`src/rtl/acc_mem_arbiter.sv`:
```
// acc_mem_arbiter: round-robin arbiter that lets NUM_ACC accelerator requesters
// share one single-port data memory, answering each with a one-cycle
// read-valid or write-done pulse. CPU memory use (cpu_mem_active) blocks new
// grants but never pre-empts a transaction already under way.
// Optional build macro ACC_ARB_STATS_EN adds saturating grant and CPU-stall
// counters (stat_grants, stat_wait_cycles).
module acc_mem_arbiter #(
   parameter int NUM_ACC   = 4,
   parameter int ADDR_W    = 16,
   parameter int RD_DATA_W = 512,
   parameter int WR_DATA_W = 32
) (
   input  logic                           clk,
   input  logic                           rst_n,
   input  logic                           cpu_mem_active,
   input  logic [NUM_ACC-1:0]             acc_read_en,
   input  logic [NUM_ACC*ADDR_W-1:0]      acc_read_addr,
   input  logic [NUM_ACC-1:0]             acc_write_en,
   input  logic [NUM_ACC*ADDR_W-1:0]      acc_write_addr,
   input  logic [NUM_ACC*WR_DATA_W-1:0]   acc_write_data,
   output logic [RD_DATA_W-1:0]           acc_read_data,
   output logic [NUM_ACC-1:0]             acc_read_data_valid,
   output logic [NUM_ACC-1:0]             acc_write_done,
   output logic                           mem_en,
   output logic                           mem_wr,
   output logic [ADDR_W-1:0]              mem_addr,
   output logic [WR_DATA_W-1:0]           mem_wdata,
   input  logic [RD_DATA_W-1:0]           mem_rdata
`ifdef ACC_ARB_STATS_EN
   ,
   output logic [31:0]                    stat_grants,
   output logic [31:0]                    stat_wait_cycles
`endif
);

   localparam int PTR_W = $clog2(NUM_ACC);
   localparam logic [PTR_W:0] NUM_ACC_P = (PTR_W+1)'(NUM_ACC);

   typedef enum logic [1:0] {
      ST_IDLE  = 2'd0,
      ST_ISSUE = 2'd1,
      ST_RWAIT = 2'd2,
      ST_RESP  = 2'd3
   } state_t;

   state_t           state_reg;
   logic [PTR_W-1:0] ptr_reg;
   logic [PTR_W-1:0] grant_reg;

   // Per-requester views of the flattened request buses
   logic [ADDR_W-1:0]    rd_addr_arr [NUM_ACC];
   logic [ADDR_W-1:0]    wr_addr_arr [NUM_ACC];
   logic [WR_DATA_W-1:0] wr_data_arr [NUM_ACC];
   logic [NUM_ACC-1:0]   grant_onehot;

   generate
      for (genvar gi = 0; gi < NUM_ACC; gi++) begin : g_unpack
         assign rd_addr_arr[gi]  = acc_read_addr[gi*ADDR_W +: ADDR_W];
         assign wr_addr_arr[gi]  = acc_write_addr[gi*ADDR_W +: ADDR_W];
         assign wr_data_arr[gi]  = acc_write_data[gi*WR_DATA_W +: WR_DATA_W];
         assign grant_onehot[gi] = (grant_reg == PTR_W'(gi));
      end
   endgenerate

   logic [NUM_ACC-1:0] req_any;
   assign req_any = acc_read_en | acc_write_en;

   logic             grant_found;
   logic [PTR_W-1:0] grant_next;
   logic [PTR_W:0]   scan_sum;

   // Round-robin scan: first pending requester at or after ptr, wrapping
   always_comb begin
      grant_found = 1'b0;
      grant_next  = '0;
      scan_sum    = '0;
      for (int k = 0; k < NUM_ACC; k++) begin
         scan_sum = {1'b0, ptr_reg} + (PTR_W+1)'(k);
         if (scan_sum >= NUM_ACC_P)
            scan_sum = scan_sum - NUM_ACC_P;
         if (!grant_found && req_any[scan_sum[PTR_W-1:0]]) begin
            grant_found = 1'b1;
            grant_next  = scan_sum[PTR_W-1:0];
         end
      end
   end

   logic [PTR_W:0]   grant_inc;
   logic [PTR_W-1:0] ptr_next;
   assign grant_inc = {1'b0, grant_reg} + {{PTR_W{1'b0}}, 1'b1};
   assign ptr_next  = (grant_inc >= NUM_ACC_P) ? '0 : grant_inc[PTR_W-1:0];

   // Arbitration FSM; mem_addr/mem_wdata/mem_wr double as the request latch
   always_ff @(posedge clk) begin
      if (!rst_n) begin
         state_reg           <= ST_IDLE;
         ptr_reg             <= '0;
         grant_reg           <= '0;
         acc_read_data       <= '0;
         acc_read_data_valid <= '0;
         acc_write_done      <= '0;
         mem_en              <= 1'b0;
         mem_wr              <= 1'b0;
         mem_addr            <= '0;
         mem_wdata           <= '0;
      end else begin
         acc_read_data_valid <= '0;
         acc_write_done      <= '0;
         mem_en              <= 1'b0;
         case (state_reg)
            ST_IDLE: begin
               if (!cpu_mem_active && grant_found) begin
                  // A read beats the same requester's write
                  grant_reg <= grant_next;
                  mem_en    <= 1'b1;
                  mem_wr    <= !acc_read_en[grant_next];
                  mem_addr  <= acc_read_en[grant_next] ? rd_addr_arr[grant_next]
                                                       : wr_addr_arr[grant_next];
                  mem_wdata <= wr_data_arr[grant_next];
                  state_reg <= ST_ISSUE;
               end
            end
            ST_ISSUE: begin
               if (mem_wr) begin
                  acc_write_done <= grant_onehot;
                  state_reg      <= ST_RESP;
               end else begin
                  state_reg      <= ST_RWAIT;
               end
            end
            ST_RWAIT: begin
               acc_read_data       <= mem_rdata;
               acc_read_data_valid <= grant_onehot;
               state_reg           <= ST_RESP;
            end
            ST_RESP: begin
               ptr_reg   <= ptr_next;
               state_reg <= ST_IDLE;
            end
            default: state_reg <= ST_IDLE;
         endcase
      end
   end

`ifdef ACC_ARB_STATS_EN
   // Saturating counters: completed grants and CPU-blocked pending cycles
   always_ff @(posedge clk) begin
      if (!rst_n) begin
         stat_grants      <= '0;
         stat_wait_cycles <= '0;
      end else begin
         if (state_reg == ST_RESP && stat_grants != 32'hFFFF_FFFF)
            stat_grants <= stat_grants + 32'd1;
         if (state_reg == ST_IDLE && cpu_mem_active && (|req_any) &&
             stat_wait_cycles != 32'hFFFF_FFFF)
            stat_wait_cycles <= stat_wait_cycles + 32'd1;
      end
   end
`endif

endmodule

```
`config.mk`:
```
export PLATFORM = sky130hd
export DESIGN_NAME = acc_mem_arbiter
export DESIGN_NICKNAME = d
export VERILOG_FILES = /design/src/rtl/acc_mem_arbiter.sv
export SDC_FILE = /design/constraint.sdc
export NUM_CORES = 1
export LEC_CHECK = 0
export CAP_MARGIN = 20
export CORE_AREA = 2 2 519 521
export CTS_BUF_LIST = sky130_fd_sc_hd__clkbuf_8
export CTS_CLUSTER_DIAMETER = 80
export DETAILED_ROUTE_END_ITERATION = 16
export DIE_AREA = 0 0 521 523
export RECOVER_POWER = 25
export SETUP_SLACK_MARGIN = 0.4
export SLEW_MARGIN = 5
export SYNTH_ARGS = -nofsm -noshare
export SYNTH_HDL_FRONTEND = slang
export SYNTH_SLANG_ARGS = --single-unit
export TNS_END_PERCENT = 30
```
`constraint.sdc`:
```
create_clock -name clk -period 2.4 [get_ports clk]
set_input_delay 0.48 -clock clk [delete_from_list [all_inputs] [get_ports clk]]
set_output_delay 0.48 -clock clk [all_outputs]
set_load 0.01 [all_outputs]
```
### After elaboration in Yosys (flattened, before gate mapping)

Index checks and enable logic that the tools add are counted.

| word-level totals | value |
|---|---|
| logic and storage cells | 90 |
| output and inout bits | 570 |
| register bits | 576 |

| operators by class | value |
|---|---|
| magnitude comparators | 11 |
| equal/unequal tests | 7 |
| bitwise gates (word level) | 2 |
| $add $sub $neg | 8 |
| muxes and demuxes | 37 |
| reductions and logical operators | 15 |

Operators by type and width:

| kind | count |
|---|---|
| $mux W16 | 5 |
| $bmux W16 S2 | 2 |
| $bmux W32 S2 | 1 |
| $mux W32 | 2 |
| $mux W2 | 10 |
| $ge A3 B3 Y1 const B | 5 |
| $lt A2 B3 Y1 const B | 5 |
| $mux W1 | 11 |
| $bmux W1 S2 | 5 |
| $eq A2 B2 Y1 const B | 4 |
| $pmux W2 S4 | 1 |
| $sub A2 B1 Y2 const B | 4 |
| $add A2 B1 Y3 const B | 2 |
| $add A2 B2 Y3 const B | 2 |
| $reduce_and A2 Y1 | 3 |
| $logic_not A1 Y1 | 5 |
| $eq A2 B1 Y1 const B | 2 |
| $logic_and A1 B1 Y1 | 4 |
| $logic_not A2 Y1 | 2 |
| $or A4 B4 Y4 | 1 |
| $ge A2 B3 Y1 const B | 1 |
| $not A2 Y3 | 1 |
| $reduce_and A3 Y1 | 1 |
| $ne A2 B2 Y1 const B | 1 |

### Logic depth before layout (Yosys ltp)

| depth | value |
|---|---|
| depth after elaboration | 19 |
| mapped depth | 9 |
| gate-level depth less buffers | 7 |

### Worst setup path before layout

Ideal clock, no wire load.

| timing | value |
|---|---|
| path kind | input -> register |
| from | input port acc_read_en[2] |
| to | register mem_wdata[18] |
| stages | 9 |
| data arrival time | 1.989 ns |
| library setup time | 0.133 ns |
| buffers on the path | 4 |
| required time | 2.267 ns |
| path slack | 0.278 ns |
| path through | buf_2 -> nor2_1 -> o311ai_2 -> and2_1 -> buf_4 -> buf_6 -> buf_6 -> mux2i_1 -> o221ai_1 |

| between the ends | value |
|---|---|
| longest elaborated chain between the ends | 17 |

RTL lines:

| element | line | source |
|---|---|---|
| from (decl) | 16 | `input logic [NUM_ACC-1:0] acc_read_en,` |
| $or A4 B4 Y4 (*) | 66 | `assign req_any = acc_read_en \| acc_write_en;` |
| $bmux W1 S2 | 81 | `if (!grant_found && req_any[scan_sum[PTR_W-1:0]]) begin` |
| $mux W1 (not written as such) | 81 |  |
| $mux W1 | 81 |  |
| $logic_not A1 Y1 | 81 |  |
| $logic_and A1 B1 Y1 | 81 |  |
| $mux W1 | 81 |  |
| $logic_not A1 Y1 | 81 |  |
| $logic_and A1 B1 Y1 | 81 |  |
| $mux W1 | 81 |  |
| $logic_not A1 Y1 | 81 |  |
| $logic_and A1 B1 Y1 | 81 |  |
| $mux W2 | 81 |  |
| $not A2 Y3 (not written as such) | 119 | `mem_wdata <= wr_data_arr[grant_next];` |
| $bmux W32 S2 | 119 |  |
| $mux W32 (not written as such) (2 in series) | 119 |  |
| to (signal assigned) | 119 |  |
| to (decl) | 27 | `output logic [WR_DATA_W-1:0] mem_wdata,` |

Mark *: on every way between the ends. The rest lies on a longest branch, timed or not. The select of a mux whose other input is x is not followed.
A chain may end at the register's enable or synchronous reset.

### Worst setup path in the final report

| timing | value |
|---|---|
| from | register state_reg[0] |
| to | register acc_read_data[55] |

| between the ends | value |
|---|---|
| longest elaborated chain between the ends | 1 |

RTL lines:

| element | line | source |
|---|---|---|
| from (decl) | 46 | `state_t state_reg;` |
| from (signal assigned) | 96 | `state_reg <= ST_IDLE;` |
| from (signal assigned) | 120 | `state_reg <= ST_ISSUE;` |
| from (signal assigned) | 126 | `state_reg <= ST_RESP;` |
| $eq A2 B2 Y1 | 110 | `case (state_reg)` |
| to (signal assigned) | 132 | `acc_read_data <= mem_rdata;` |
| to (decl) | 21 | `output logic [RD_DATA_W-1:0] acc_read_data,` |

No other way between the ends.

==> impl_summary.md <==
Status
The flow ran to the end, and the final reports show no timing, DRC or antenna violations.

Power and ir drop
The net switching power figure is 13.9 mW. The power density over cell area is 869 mW/mm². The worst-case IR drop observed on VDD is 486 µV. The share of total power dissipated in the clock network is 0.283. Summed over all cells, the static leakage comes to 16.5 nW. The total power is 38.4 mW.

The switching part of the total power is 0.362. Internal power comes to 24.5 mW. The share of total power dissipated in combinational logic is 0.373. Of the total power, registers draw 0.344.

Logic synthesis
The number of flops mapped to enable cells by yosys is 0. The share of synthesized cell area in full adder, half adder and majority cells is 0.00505. The leading area contributor after synthesis is dfxtp_1. mux2i_1 is the most common cell in the netlist. In the synthesized netlist the async set-or-reset flop fraction comes to 0.

After synthesis, the largest family of logic cells by area is multiplexers. Summing every instance area after synthesis gives 0.0223 mm². The per-instance average area after synthesis is 10.5 µm². Measured against the total synthesized area, the mux share comes to 0.291.

The count of yosys warnings during synthesis is 0. The compound-gate portion of the synthesized area is 0.0417. Among all flip-flop cells after synthesis, the most frequent one is dfxtp_1.

Counting instances in the post-synthesis netlist gives the leading cell types as 610 x mux2i_1, 576 x dfxtp_1, 428 x nor2_1, 111 x clkbuf_1, 92 x nor2b_1. Ranked by total cell area, the synthesized netlist is headed by dfxtp_1 52%, mux2i_1 27%, nor2_1 7.2%, nor2b_1 2.6%, clkbuf_1 1.9%. The share of the synthesized netlist area taken by xor and xnor gates is 0. The post-synthesis sequential element count is 576. The share of the Yosys chip area taken by registers is 0.517.

Of the total synthesized cell area, the portion taken by AND, OR, NAND and NOR gates is 0.114. The synthesized net count is 2905. Synthesis handed over a netlist of 2117 instances. The distinct cell type count of the synthesized netlist is 40. The share of the synthesized area in the top cell type is 0.517.

Final layout
Across the whole layout, storage elements account for 0.0118 mm². The register with the most flip-flops in the layout has 512 of them. The largest registers in the layout are acc_read_data: 512 flops, mem_wdata: 32 flops, mem_addr: 16 flops. Counting flops per register, the top entry is acc_read_data. The fraction of layout cells with a size suffix above 1 is 0.240. Excluding fillers, the count of instances in the completed layout stands at 7355. The finished cells cover 0.0441 mm². The total area of multi-input combinational cells is 0.0102 mm². The area overhead of the layout relative to synthesis is 97.8%. The share of the core filled with cells in the final layout is 0.165.

Fill cells in the final layout number 29700. At the end of the flow, the number of nets in the layout was 4420.

Critical path
The end of the critical path is acc_read_data[55]. The type of the worst setup path is flop to flop. In this run the critical register-to-register path is launched from state_reg[0]. The depth of the worst register-to-register path is 6. The data required time of the critical path is 3.15 ns.

For the worst setup path, the data arrival time is 2.90 ns. STA classifies the critical path startpoint as a flop. The register-to-register setup slack is 0.25 ns. Tracing the worst setup path back leads to its startpoint at state_reg[0]. Along the worst path, the maximum fanout reaches 31.

The endpoint identified for the worst register-to-register timing path is acc_read_data[55]. STA classifies the critical path endpoint as a flop.

Clock network
The clock net in this run drives a total of 576 sinks. The clock tree root driver cell is clkbuf_8. The clock transition time at the flip-flop clock pins of the worst setup and hold paths is 0.06 ns. Counting the buffers created by CTS gives 119.

TritonCTS built the clock tree. The clock reaches the later pin of the worst-skew pair after 1.00 ns. The number of H-tree branching levels is 3. The clock passes through at most 4 buffers.

Drt
The total via count in the routed design is 23800. The first detailed-routing pass took 5 iterations. In this run, the number of DRC markers left after iteration 0 of detailed routing was 1201. The remaining number of nets flagged by the antenna check after routing is 0. Dividing the detail-routed via count by the number of cells gives 3.24.

After detailed routing, the average wire length per cell comes to 30.1 µm. After detailed routing, the number of remaining DRC violations is 0. The total length of routed wires is 221 mm.

Die
The initial core utilization is 0.0836. 1349 I/O pins were placed. The floorplan die width is 521 µm. The area of the core region is 0.267 mm². The number of rows in the core area is 190. The overall die height is 523 µm.

The die outline area is 0.272 mm².

Timing
The final-layout worst hold slack is 0.154 ns. The final worst clock skew is 0.124 ns. The maximum operating frequency is 464 MHz. The max-slew violation count is 0. The count of endpoints failing setup in the final report is 0. Setup repair after global routing could not meet its margin everywhere. The aggregate negative setup slack is 0 ns. Subtracting the final worst setup slack from the clock period gives 2.15 ns.

Of the available clock period, the critical path in the final layout requires 0.897. The hold violation total from the final report is 0. The pin slew with the least headroom to its limit is 0.756 ns. Headroom to the max-slew limit came out at 0.496. After layout, the worst setup slack is 0.246 ns.

Worst hold path
The class of the worst hold path is input pin to flop. The source of the worst hold timing path is mem_rdata[465].

Placement
The total placed instance area is 0.0405 mm². Once detailed placement completed, the half-perimeter wirelength came to 194 mm. The pre-CTS worst setup slack is -0.513 ns.

The count of buffers added on input and output ports is 1348. After detailed placement, the design holds a cell count of 6934. The routability congestion estimate from global placement is 0.994.

GRT
In the global route stage, overall resource usage came out at 0.155. Entering global routing, the biggest net connects 104 pins. The via count of the first global-routing pass is 23300.

The first global-routing pass estimated 269 mm of wire. The total overflow left after global routing is 0. The initial antenna violation count is 295.

Run
Across the run, the number of max-cap violations was 0.
[critical path, cell delays in order (launching register included)]
cell      delay (ns)
dfxtp_1         0.32
inv_1           0.16
ha_1            0.32
buf_12          0.27
clkbuf_4        0.57
mux2i_1         0.24
nor2_1          0.06
[power by group through the flow]
stage | registers, mW | clock network, mW | logic (mW)
floorplan | 13.5 | 0 | 5.77
global placement | 13.1 | 0 | 15.0
detailed placement | 13.1 | 0 | 15.1
CTS | 12.9 | 11.4 | 14.4
global route | 13.4 | 11.6 | 15.2
finish | 13.2 | 10.9 | 14.3
[worst min-delay path by stage]
stage / endpoint / slack [ns] / depth (start not counted)
floorplan: grant_reg[1] / 0.48 / 2
global placement: acc_read_data[121] / 0.47 / 2
detailed placement: acc_read_data[15] / 0.48 / 2
CTS: acc_read_data[465] / 0.00004 / 3
global route: acc_read_data[25] / 0.06 / 3
finish: acc_read_data[465] / 0.15 / 3
[routing by layer]
| layer | up-vias | track usage | share of wire | wire [µm] |
|---|---|---|---|---|
| met5 | - | 0 | 0.0047 | 1040 |
| met4 | 168 | 0.0587 | 0.049 | 10800 |
| met3 | 512 | 0.101 | 0.15 | 33200 |
| met2 | 1561 | 0.243 | 0.43 | 95400 |
| met1 | 11100 | 0.166 | 0.37 | 80800 |
| li1 | 10500 | - | - | - |
[cell type report]
class | count | share of cell area
sequential | 576 | 0.268
clock inverter | 65 | 0.00970
inverter | 7 | 0.000765
clock buffer | 144 | 0.0449
tap | 3552 | 0.101
timing repair buffer | 1556 | 0.340
antenna | 83 | 0.00471
multi-input combinational | 1372 | 0.231
[timing repair]
action                                   CTS  global route
hold buffers                             115             0
hold endpoints to repair                 124             0
setup buffers                              2            12
endpoints found under the setup margin   572           656
pin swaps                                  0             0
gates resized for setup                 1175           993
[placed cells by master, fill, tap and decap left out, types with 34 or more instances in the layout]
cell             count
buf_2               82
nor2b_1             92
mux2i_1            610
inv_1               43
a21oi_1             34
buf_6              149
diode_2             83
clkbuf_8           144
dlygate4sd3_1      116
buf_4              106
dfxtp_2            215
dlygate4sd2_1      154
nor2_1             425
clkdlybuf4s50_1    776
clkdlybuf4s15_1     60
dfxtp_1            348
[cells by family after synthesis]
group / count (synthesis)
mux: 643
buf+inv: 169
compound gates: 131
simple gates: 589
flops: 576
fa+ha+maj: 9
Note: power is estimated with default switching activity, not from simulation.
